## src/rtl/wb_io_pkg.sv

```systemverilog
// Shared constants, response type and byte-lane merge helper for the
// Wishbone I/O register block.
package wb_io_pkg;

  localparam int DEF_DW        = 16;
  localparam int DEF_NREGS     = 4;
  localparam int DEF_LATENCY   = 2;
  localparam int DEF_MAX_OUTST = 2;

  // Widest data bus the merge helper handles; callers cast down to DW.
  localparam int MAX_DW = 64;

  // Response word carried through the ack delay line.
  localparam int RSP_DW = DEF_DW;
  typedef struct packed {
    logic              valid;
    logic [RSP_DW-1:0] data;
  } rsp_t;

  // Replace the bytes of old_v selected by sel with the same bytes of new_v.
  function automatic logic [MAX_DW-1:0] lane_merge(
    input logic [MAX_DW-1:0]   old_v,
    input logic [MAX_DW-1:0]   new_v,
    input logic [MAX_DW/8-1:0] sel
  );
    logic [MAX_DW-1:0] r;
    r = old_v;
    for (int b = 0; b < MAX_DW/8; b++)
      if (sel[b]) r[b*8 +: 8] = new_v[b*8 +: 8];
    return r;
  endfunction

endpackage

```

## src/rtl/wb_io_regs_if.sv

```systemverilog
// Wishbone classic-pipelined bus between the CPU master and the I/O registers.
interface wb_io_regs_if
  import wb_io_pkg::*;
#(
  parameter int DW = DEF_DW,
  parameter int AW = $clog2(DEF_NREGS)
);
  logic            cyc;
  logic            stb;
  logic            we;
  logic [AW-1:0]   adr;
  logic [DW/8-1:0] sel;
  logic [DW-1:0]   dat_m;
  logic [DW-1:0]   dat_s;
  logic            ack;
  logic            stall;

  modport master (output cyc, stb, we, adr, sel, dat_m, input dat_s, ack, stall);
  modport slave  (input cyc, stb, we, adr, sel, dat_m, output dat_s, ack, stall);
endinterface

```

## src/rtl/wb_io_pipe.sv

```systemverilog
// Fixed-latency delay line for bus responses. A synchronous flush drops
// every valid bit in flight; data is left alone since it is only looked at
// alongside its valid.
module wb_io_pipe
  import wb_io_pkg::*;
#(
  parameter int LATENCY = DEF_LATENCY,
  parameter int W       = $bits(rsp_t) - 1
) (
  input  logic         clk,
  input  logic         rst_n,
  input  logic         flush,
  input  logic         in_vld,
  input  logic [W-1:0] in_dat,
  output logic         out_vld,
  output logic [W-1:0] out_dat
);

  logic [LATENCY:1]         vld_pipe;
  logic [LATENCY:1][W-1:0]  dat_pipe;

  // Valid shift register, cleared by flush.
  always_ff @(posedge clk or negedge rst_n) begin
    if (!rst_n) begin
      vld_pipe <= '0;
    end else if (flush) begin
      vld_pipe <= '0;
    end else begin
      vld_pipe[1] <= in_vld;
      for (int s = 2; s <= LATENCY; s++) vld_pipe[s] <= vld_pipe[s-1];
    end
  end

  // Data shift register, runs alongside the valids.
  always_ff @(posedge clk or negedge rst_n) begin
    if (!rst_n) begin
      dat_pipe <= '0;
    end else begin
      dat_pipe[1] <= in_dat;
      for (int s = 2; s <= LATENCY; s++) dat_pipe[s] <= dat_pipe[s-1];
    end
  end

  assign out_vld = vld_pipe[LATENCY];
  assign out_dat = dat_pipe[LATENCY];

endmodule

```

## src/rtl/wb_io_regs.sv

```systemverilog
// Bank of byte-writable I/O registers on a pipelined Wishbone slave with a
// fixed ack latency and a cap on outstanding requests.
module wb_io_regs
  import wb_io_pkg::*;
#(
  parameter int DW        = DEF_DW,
  parameter int NREGS     = DEF_NREGS,
  parameter int AW        = (NREGS > 1) ? $clog2(NREGS) : 1,
  parameter int LATENCY   = DEF_LATENCY,
  parameter int MAX_OUTST = DEF_MAX_OUTST
) (
  input  logic               clk,
  input  logic               rst_n,
  wb_io_regs_if.slave        bus,
  output logic [NREGS*DW-1:0] regs_q,
  output logic [NREGS-1:0]   wr_pulse
);

  localparam int OW = $clog2(MAX_OUTST + 1);

  logic [NREGS-1:0][DW-1:0] regs;
  logic [NREGS-1:0]         hit;
  logic [DW-1:0]            rd_dat;
  logic [DW-1:0]            rsp_dat;
  logic [DW-1:0]            pipe_dat;
  logic [DW-1:0]            dat_hold;
  logic                     pipe_vld;
  logic                     acc;
  logic [OW-1:0]            outst;

  assign acc = bus.cyc & bus.stb & ~bus.stall;

  // Address decode; an out-of-range address hits nothing and reads as 0.
  always_comb begin
    hit    = '0;
    rd_dat = '0;
    for (int i = 0; i < NREGS; i++) begin
      if (bus.adr == AW'(i)) begin
        hit[i] = 1'b1;
        rd_dat = regs[i];
      end
    end
  end

  // Register bank: byte-lane merge on an accepted write.
  always_ff @(posedge clk or negedge rst_n) begin
    if (!rst_n) begin
      regs <= '0;
    end else begin
      for (int i = 0; i < NREGS; i++)
        if (acc && bus.we && hit[i])
          regs[i] <= DW'(lane_merge(MAX_DW'(regs[i]), MAX_DW'(bus.dat_m),
                                    (MAX_DW/8)'(bus.sel)));
    end
  end

  // One-cycle write strobe, raised even when no byte lane is selected.
  always_ff @(posedge clk or negedge rst_n) begin
    if (!rst_n) wr_pulse <= '0;
    else        wr_pulse <= (acc && bus.we) ? hit : '0;
  end

  assign regs_q  = regs;
  assign rsp_dat = bus.we ? '0 : rd_dat;

  // Read data is captured at accept and emerges LATENCY cycles later.
  wb_io_pipe #(.LATENCY(LATENCY), .W(DW)) u_pipe (
    .clk     (clk),
    .rst_n   (rst_n),
    .flush   (~bus.cyc),
    .in_vld  (acc),
    .in_dat  (rsp_dat),
    .out_vld (pipe_vld),
    .out_dat (pipe_dat)
  );

  // No ack outside a bus cycle: an aborted cycle loses its responses.
  assign bus.ack   = pipe_vld & bus.cyc;
  assign bus.dat_s = bus.ack ? pipe_dat : dat_hold;
  assign bus.stall = (outst == OW'(MAX_OUTST)) & ~bus.ack;

  // Keep the last returned word on dat_s between acks.
  always_ff @(posedge clk or negedge rst_n) begin
    if (!rst_n)       dat_hold <= '0;
    else if (bus.ack) dat_hold <= pipe_dat;
  end

  // Outstanding-request count; dropping cyc forgets everything in flight.
  always_ff @(posedge clk or negedge rst_n) begin
    if (!rst_n) begin
      outst <= '0;
    end else if (!bus.cyc) begin
      outst <= '0;
    end else begin
      case ({acc, bus.ack})
        2'b10:   outst <= outst + OW'(1);
        2'b01:   outst <= outst - OW'(1);
        default: outst <= outst;
      endcase
    end
  end

endmodule

```

## src/flat_wrapper.sv

```systemverilog
// flat-port wrapper written by rule: the top's interface ports become plain ports
module wb_io_regs_flat import wb_io_pkg::*;
#(
  parameter int DW        = DEF_DW,
  parameter int NREGS     = DEF_NREGS,
  parameter int AW        = (NREGS > 1) ? $clog2(NREGS) : 1,
  parameter int LATENCY   = DEF_LATENCY,
  parameter int MAX_OUTST = DEF_MAX_OUTST
)
  (clk, rst_n, regs_q, wr_pulse, bus_cyc, bus_stb, bus_we, bus_adr, bus_sel, bus_dat_m, bus_dat_s, bus_ack, bus_stall);
  wb_io_regs_if #(.DW(DW), .AW(AW)) bus_i ();
  input  logic clk;
  input  logic rst_n;
  output logic [NREGS*DW-1:0] regs_q;
  output logic [NREGS-1:0] wr_pulse;
  input wire logic [$bits(bus_i.cyc)-1:0] bus_cyc;
  input wire logic [$bits(bus_i.stb)-1:0] bus_stb;
  input wire logic [$bits(bus_i.we)-1:0] bus_we;
  input wire logic [$bits(bus_i.adr)-1:0] bus_adr;
  input wire logic [$bits(bus_i.sel)-1:0] bus_sel;
  input wire logic [$bits(bus_i.dat_m)-1:0] bus_dat_m;
  output wire logic [$bits(bus_i.dat_s)-1:0] bus_dat_s;
  output wire logic [$bits(bus_i.ack)-1:0] bus_ack;
  output wire logic [$bits(bus_i.stall)-1:0] bus_stall;
  assign bus_i.cyc = bus_cyc;
  assign bus_i.stb = bus_stb;
  assign bus_i.we = bus_we;
  assign bus_i.adr = bus_adr;
  assign bus_i.sel = bus_sel;
  assign bus_i.dat_m = bus_dat_m;
  assign bus_dat_s = bus_i.dat_s;
  assign bus_ack = bus_i.ack;
  assign bus_stall = bus_i.stall;
  wb_io_regs #(.DW(DW), .NREGS(NREGS), .AW(AW), .LATENCY(LATENCY), .MAX_OUTST(MAX_OUTST)) u_core (.clk(clk), .rst_n(rst_n), .bus(bus_i), .regs_q(regs_q), .wr_pulse(wr_pulse));
endmodule
```

## config.mk

```make
export PLATFORM = sky130hd
export DESIGN_NAME = wb_io_regs_flat
export DESIGN_NICKNAME = d
export VERILOG_FILES = /design/src/rtl/wb_io_pkg.sv /design/src/rtl/wb_io_regs_if.sv /design/src/rtl/wb_io_pipe.sv /design/src/rtl/wb_io_regs.sv /design/src/flat_wrapper.sv
export SDC_FILE = /design/constraint.sdc
export NUM_CORES = 1
export LEC_CHECK = 0
export CELL_PAD_IN_SITES_DETAIL_PLACEMENT = 1
export CELL_PAD_IN_SITES_GLOBAL_PLACEMENT = 1
export CORE_UTILIZATION = 37
export CTS_CLUSTER_DIAMETER = 50
export CTS_CLUSTER_SIZE = 40
export DETAILED_ROUTE_END_ITERATION = 8
export PLACE_DENSITY_LB_ADDON = 0.1
export SYNTH_ARGS = -nofsm -noshare
export SYNTH_HDL_FRONTEND = slang
export SYNTH_HIERARCHICAL = 1
export SYNTH_SLANG_ARGS = --single-unit
```

## constraint.sdc

```tcl
create_clock -name clk -period 1.56 [get_ports clk]
set_input_delay 0.312 -clock clk [delete_from_list [all_inputs] [get_ports clk]]
set_output_delay 0.312 -clock clk [all_outputs]
set_load 0.03 [all_outputs]
```

# After elaboration in Yosys (flattened, before gate mapping)
# Index checks and enable logic that the tools add are counted.
# classes
addsub	2
mul	0
div_mod_pow	0
magnitude_cmp	0
n_eq_ne	7
shifts	0
mux	14
n_bitwise	6
n_reduce_logical	14
# ops
operator	n
$mux W16	6
$reduce_and A2 Y1	8
$eq A2 B2 Y1 const B	4
$logic_and A1 B1 Y1	5
$and A1 B1 Y1	4
$eq A2 B1 Y1 const B	2
$mux W1	4
$mux W2	2
$mux W4	1
$pmux W2 S2	1
$ne A3 B1 Y1 const B	1
$add A2 B1 Y2 const B	1
$logic_not A2 Y1	1
$not A1 Y1	2
$sub A2 B1 Y2 const B	1
# totals
reg_bits	120
latchBits	0
ramBits	0
romBits	0
input_bits	25
out_inout_bits	86
wordCells	57
mem_count	0

# Depth between registers and ports, before layout
# Gate-level depths: netlist (run 1).
# depth
ltp_word	8
depth_mapped	4
depth_no_buf	3

# By module
# Netlist (run 1), hierarchy kept.
# modules_own_cells
mod	n_inst	cells_per_inst	area_per_inst_um2	seq_area_each_um2
wb_io_regs	1	242	3885.0	2152.1
wb_io_pipe	1	52	983.4	850.8

# Worst setup path after synthesis (run 1)
# OpenSTA, ideal clock, no wires.
# synth_path
path_kind	reg-to-output
startpoint	reg u_core/u_pipe/vld_pipe[2] (netlist name)
endpoint	out bus_stall
t_arrival_ns	1.728
t_required_ns	1.248
path_slack_ns	-0.480
path_stages_with_launch	5
path_buffers	1
cell_sequence	dfrtp_1 -> nand2_1 -> buf_2 -> inv_1 -> nor3_1
# synth_via
elab_chain_cells	3
# synth_rtl
element	line_no	rtl
start: declaration	wb_io_pipe.sv:19	logic [LATENCY:1] vld_pipe;
start signal: assignment	wb_io_pipe.sv:25	vld_pipe <= '0;
start signal: assignment	wb_io_pipe.sv:27	vld_pipe <= '0;
$and A1 B1 Y1	wb_io_regs.sv:78	assign bus.ack = pipe_vld & bus.cyc;
net bus_ack	flat_wrapper.sv:23	output wire logic [$bits(bus_i.ack)-1:0] bus_ack;
$not A1 Y1	wb_io_regs.sv:80	assign bus.stall = (outst == OW'(MAX_OUTST)) & ~bus.ack;
$and A1 B1 Y1	wb_io_regs.sv:80	
end: declaration	flat_wrapper.sv:24	output wire logic [$bits(bus_i.stall)-1:0] bus_stall;
# The timed path passes the listed nets, and every way through them passes these cells.

# Final worst setup path (run 1)
# layout_path
startpoint	reg u_core/u_pipe/vld_pipe[2] (netlist name)
endpoint	out bus_dat_s[5]
# layout_via
elab_chain_cells	2
# layout_rtl
element	line_no	rtl
$and A1 B1 Y1	wb_io_regs.sv:78	
$mux W16	wb_io_regs.sv:79	assign bus.dat_s = bus.ack ? pipe_dat : dat_hold;
end: declaration	flat_wrapper.sv:22	output wire logic [$bits(bus_i.dat_s)-1:0] bus_dat_s;
# Every way passes these cells.

==> PnR_summary.wiki, run 1 <==
{| class="wikitable"
! Metric !! Value
|-
| Run status || finished, violations left
|-
| Failing checks || negative setup slack
|-
| Clock sink total || 120
|-
| Floorplan die area || 13600 um2
|-
| Num ports || 111
|-
| CTS tree || built
|-
| Routed vias/inst || 4.78
|-
| Insertion delay to the later sink of the worst-skew pair || 0.42 ns
|-
| Area share of the largest cell type after synthesis || 61.7%
|-
| Crit path kind || reg2out
|-
| Detailed-router iteration count before antenna repair || 4
|-
| Leak Pwr || 3.53 nW
|-
| Transition time of the tightest slew-check pin || 0.416 ns
|-
| Power per cell area || 1400 nW/um2
|-
| Path class of the lowest-slack min-delay path || in2reg
|-
| Final core utilization || 57.4%
|-
| Startpoint class of the critical path || flop
|-
| Via count || 3047
|-
| Sort of element at the end of the critical path || output port
|-
| Post-Syn Nets || 319
|-
| Shortest period the worst path allows || 1.90 ns
|-
| Final Routed Wirelength || 12400 um
|-
| Req. time, crit path || 1.25 ns
|-
| Multiplexer fraction of the synthesized cell area || 25.9%
|-
| Chip height || 117 um
|-
| Xor and xnor area share after synthesis || 0.180%
|-
| Summed instance area of the synthesized netlist || 4870 um2
|-
| Largest cells by area after synthesis || sky130_fd_sc_hd__dfrtp_1 (62%), sky130_fd_sc_hd__mux2_2 (19%), sky130_fd_sc_hd__mux4_2 (7.4%), sky130_fd_sc_hd__buf_4 (2.9%), sky130_fd_sc_hd__nor2b_1 (2.3%)
|-
| Diode count || 0
|-
| Site Rows || 41
|-
| Number of fillers in the final layout || 1267
|-
| Sequential element share of the synthesized area || 61.7%
|-
| Starting density of the core || 38.3%
|-
| Clock Path Buffers || 2
|-
| IO buf count || 110
|-
| FF/Latch Area || 3000 um2
|-
| Max-cap viol count || 0
|-
| CTS Root Cell || sky130_fd_sc_hd__clkbuf_16
|-
| Fraction of final layout cells with drive strength greater than 1 || 47.7%
|-
| Flops & latches, synth || 120
|-
| Number of cells traversed by the worst register-to-register path || 8
|-
| Wire length per cell || 19.4 um
|-
| Count of endpoints failing setup in the final report || 83
|-
| Setup Skew || 0.00565 ns
|-
| Average size of a mapped cell || 16.6 um2
|-
| Maximum clock rate || 0.527 GHz
|-
| Combined global-route utilization of all metal layers || 19.7%
|-
| Total count of hold-check failures in the final report || 0
|-
| 1st-iter DRT viols || 96
|-
| Worst IR drop on VDD || 0.885 mV
|-
| Largest net degree at the start of global routing || 39
|-
| Number of distinct library cells after synthesis || 24
|-
| RSZ-0062 raised after global routing || yes
|-
| Maximum fanout count along the critical path || 5
|-
| Grt ovf || 0
|-
| Worst Setup Slack, final || -0.339 ns
|-
| Total Nets Final || 478
|-
| Worst setup timing slack at the placement stage || -0.552 ns
|-
| Relative slew margins || 72.3%
|-
| Adder-cell share of the synthesized area || 0%
|-
| Number of remaining DRC errors || 0
|-
| Final clock period utilization by the worst path || 122%
|-
| Syn. warnings || 6
|-
| Cts bufs inserted || 17
|-
| Share of the synthesized area in compound gates (AO/OA/AOI/OAI) || 0.386%
|-
| Antenna violations before repair || 0
|-
| Synthesized instance count || 294
|-
| Synth area leader || sky130_fd_sc_hd__dfrtp_1
|-
| Data arrival at the endpoint of the critical path || 1.59 ns
|-
| H-tree depth || 4
|-
| Area occupied by multi-input gates || 1820 um2
|-
| Final slew viol count || 0
|-
| Horiz. Die Dim || 117 um
|-
| Post-CTS clock slew at the launch and capture registers of the worst setup and hold paths || 0.05 ns
|-
| Remaining number of nets flagged by the antenna check after routing || 0
|-
| DPL Wire Length || 8560 um
|-
| P&R area growth vs syn || 50.1%
|-
| Weighted congestion reported at the end of routability-driven placement || 0.794
|-
| Number of global-route vias before repair || 3300
|-
| Cell count of the worst hold path || 2
|-
| Main combinational cell family by area after synthesis || multiplexers
|-
| First-pass GRT wire length || 19000 um
|-
| Simple-gate portion of the synthesized area || 8.12%
|-
| Core Box Area || 12700 um2
|}
-- cells by family after synthesis --
group                  after synthesis
buffers and inverters               28
AND/OR/NAND/NOR                     46
AO/OA/AOI/OAI                        3
flip-flops                         120
XOR/XNOR                             1
multiplexers                        96
-- worst max-delay path, cell delays in order (launching register included) --
cell and delay, ns:
sky130_fd_sc_hd__dfrtp_1 0.41, sky130_fd_sc_hd__nand2_4 0.13, sky130_fd_sc_hd__clkbuf_16 0.17, sky130_fd_sc_hd__mux2_4 0.32
sky130_fd_sc_hd__buf_12 0.14
-- cell type report --
class	instances	area share, %
clock buffer	22	6.35
sequential	120	41.1
inverter	4	0.240
multi-input combinational	146	24.9
clock inverter	9	1.37
timing repair buffer	164	23.1
tap	172	2.95
-- state kept, by name, summed over array words and instances, names as in the netlist --
| name | cells |
|---|---|
| u_core/u_pipe/dat_pipe | 16 |
| u_core/outst | 2 |
| u_core/u_pipe/vld_pipe | 2 |
| u_core/u_pipe/out_dat | 16 |
| u_core/regs_q | 64 |
| u_core/wr_pulse | 4 |
| u_core/dat_hold | 16 |
-- metrics by stage --
stage / instance area, um2 / instances / TNS, ns / power [W] / hold slack, ns
6_report: 7310 / 637 / -19.11 / 0.0102 / 0.250
5_1_grt: 7310 / 637 / -24.10 / 0.0106 / 0.260
4_1_cts: 7200 / 632 / -12.28 / 0.0103 / 0.246
3_5_place_dp: 6480 / 591 / -42.75 / 0.00663 / 0.274
3_3_place_gp: 6480 / 591 / -42.44 / 0.00657 / 0.269
2_1_floorplan: 4900 / 294 / -0.560 / 0.00540 / 0.0164
-- synth_stat cells, drive strengths merged --
master  instances
inv             4
or3             1
clkbuf          2
nor3b           2
mux2           80
mux4           16
nand3           1
nor2            4
nor3            8
a21oi           2
nand2b          2
nand2           3
nor2b          18
xor2            1
or3b            2
buf            22
nand4           2
nand3b          1
a221oi          1
nor4            2
dfrtp         120
-- timing repair --
item                       CTS  global route
pin swaps                    7             8
hold buffers                 1             0
setup endpoints to repair  150           108
gates cloned                 1             1
hold endpoints to repair    26             0
gates resized for setup    113            50
buffers inserted            11             9
-- metal layers --
metal / global-route usage (%) / wire length, um
met1: 27.1 / 5700
met2: 29.8 / 6020
met3: 4.88 / 438
met4: 8.10 / 226
met5: 0 / 0
-- worst paths after layout --
path	startpoint	endpoint	slack [ns]
worst max-delay path	u_core/u_pipe/vld_pipe[2]$_DFF_PN0_	bus_dat_s[5]	-0.34
worst min-delay path	bus_adr[0]	u_core/wr_pulse[0]$_DFF_PN0_	0.25
worst max register to register	u_core/u_pipe/vld_pipe[2]$_DFF_PN0_	u_core/regs_q[8]$_DFFE_PN0P_	-0.26
worst min register to register	u_core/u_pipe/dat_pipe[13]$_DFF_PN0_	u_core/u_pipe/out_dat[13]$_DFF_PN0_	0.34
max in group asynchronous	rst_n	u_core/regs_q[14]$_DFFE_PN0P_	0.64
min in group asynchronous	rst_n	u_core/u_pipe/out_dat[4]$_DFF_PN0_	0.37
-- where the power goes --
group / internal (W) / total (W) / switching, W / leakage, nW
Sequential: 0.00361 / 0.00396 / 0.000347 / 1.58
Combinational: 0.00113 / 0.00250 / 0.00137 / 1.67
Clock: 0.00241 / 0.00374 / 0.00133 / 0.276
Total: 0.00715 / 0.0102 / 0.00305 / 3.53
-- cell usage in the layout (no fill, tap or decap), types with 2 or more instances in the layout --
cell                              netlist  layout
sky130_fd_sc_hd__inv_1                  4       3
sky130_fd_sc_hd__nor4_4                 2       2
sky130_fd_sc_hd__clkinvlp_4             0       2
sky130_fd_sc_hd__buf_12                 0      15
sky130_fd_sc_hd__nor2_1                 4       4
sky130_fd_sc_hd__or3b_4                 0       2
sky130_fd_sc_hd__mux4_2                16      16
sky130_fd_sc_hd__clkbuf_2               1       4
sky130_fd_sc_hd__dfrtp_1              120     119
sky130_fd_sc_hd__nor2b_1               18      18
sky130_fd_sc_hd__bufinv_16              0       2
sky130_fd_sc_hd__mux2_2                80      58
sky130_fd_sc_hd__clkbuf_8               0       2
sky130_fd_sc_hd__dlygate4sd2_1          0      47
sky130_fd_sc_hd__clkdlybuf4s50_1        0      17
sky130_fd_sc_hd__clkinv_2               0       5
sky130_fd_sc_hd__nand2_1                3       2
sky130_fd_sc_hd__mux2_4                 0      22
sky130_fd_sc_hd__buf_6                  0      26
sky130_fd_sc_hd__buf_4                 19      29
sky130_fd_sc_hd__nor3_4                 6       7
sky130_fd_sc_hd__clkdlybuf4s15_1        0      22
sky130_fd_sc_hd__clkbuf_1               1       3
sky130_fd_sc_hd__nand4_4                2       2
sky130_fd_sc_hd__clkbuf_16              0      18
No activity file was read; power rests on OpenSTA's default activity.
==> inputs of run 2 (changes only) <==
SLEW_MARGIN = 10   (was unset)
==> results of run 2 <==
The final DEF is identical to that of run 1; final timing and power are the same.
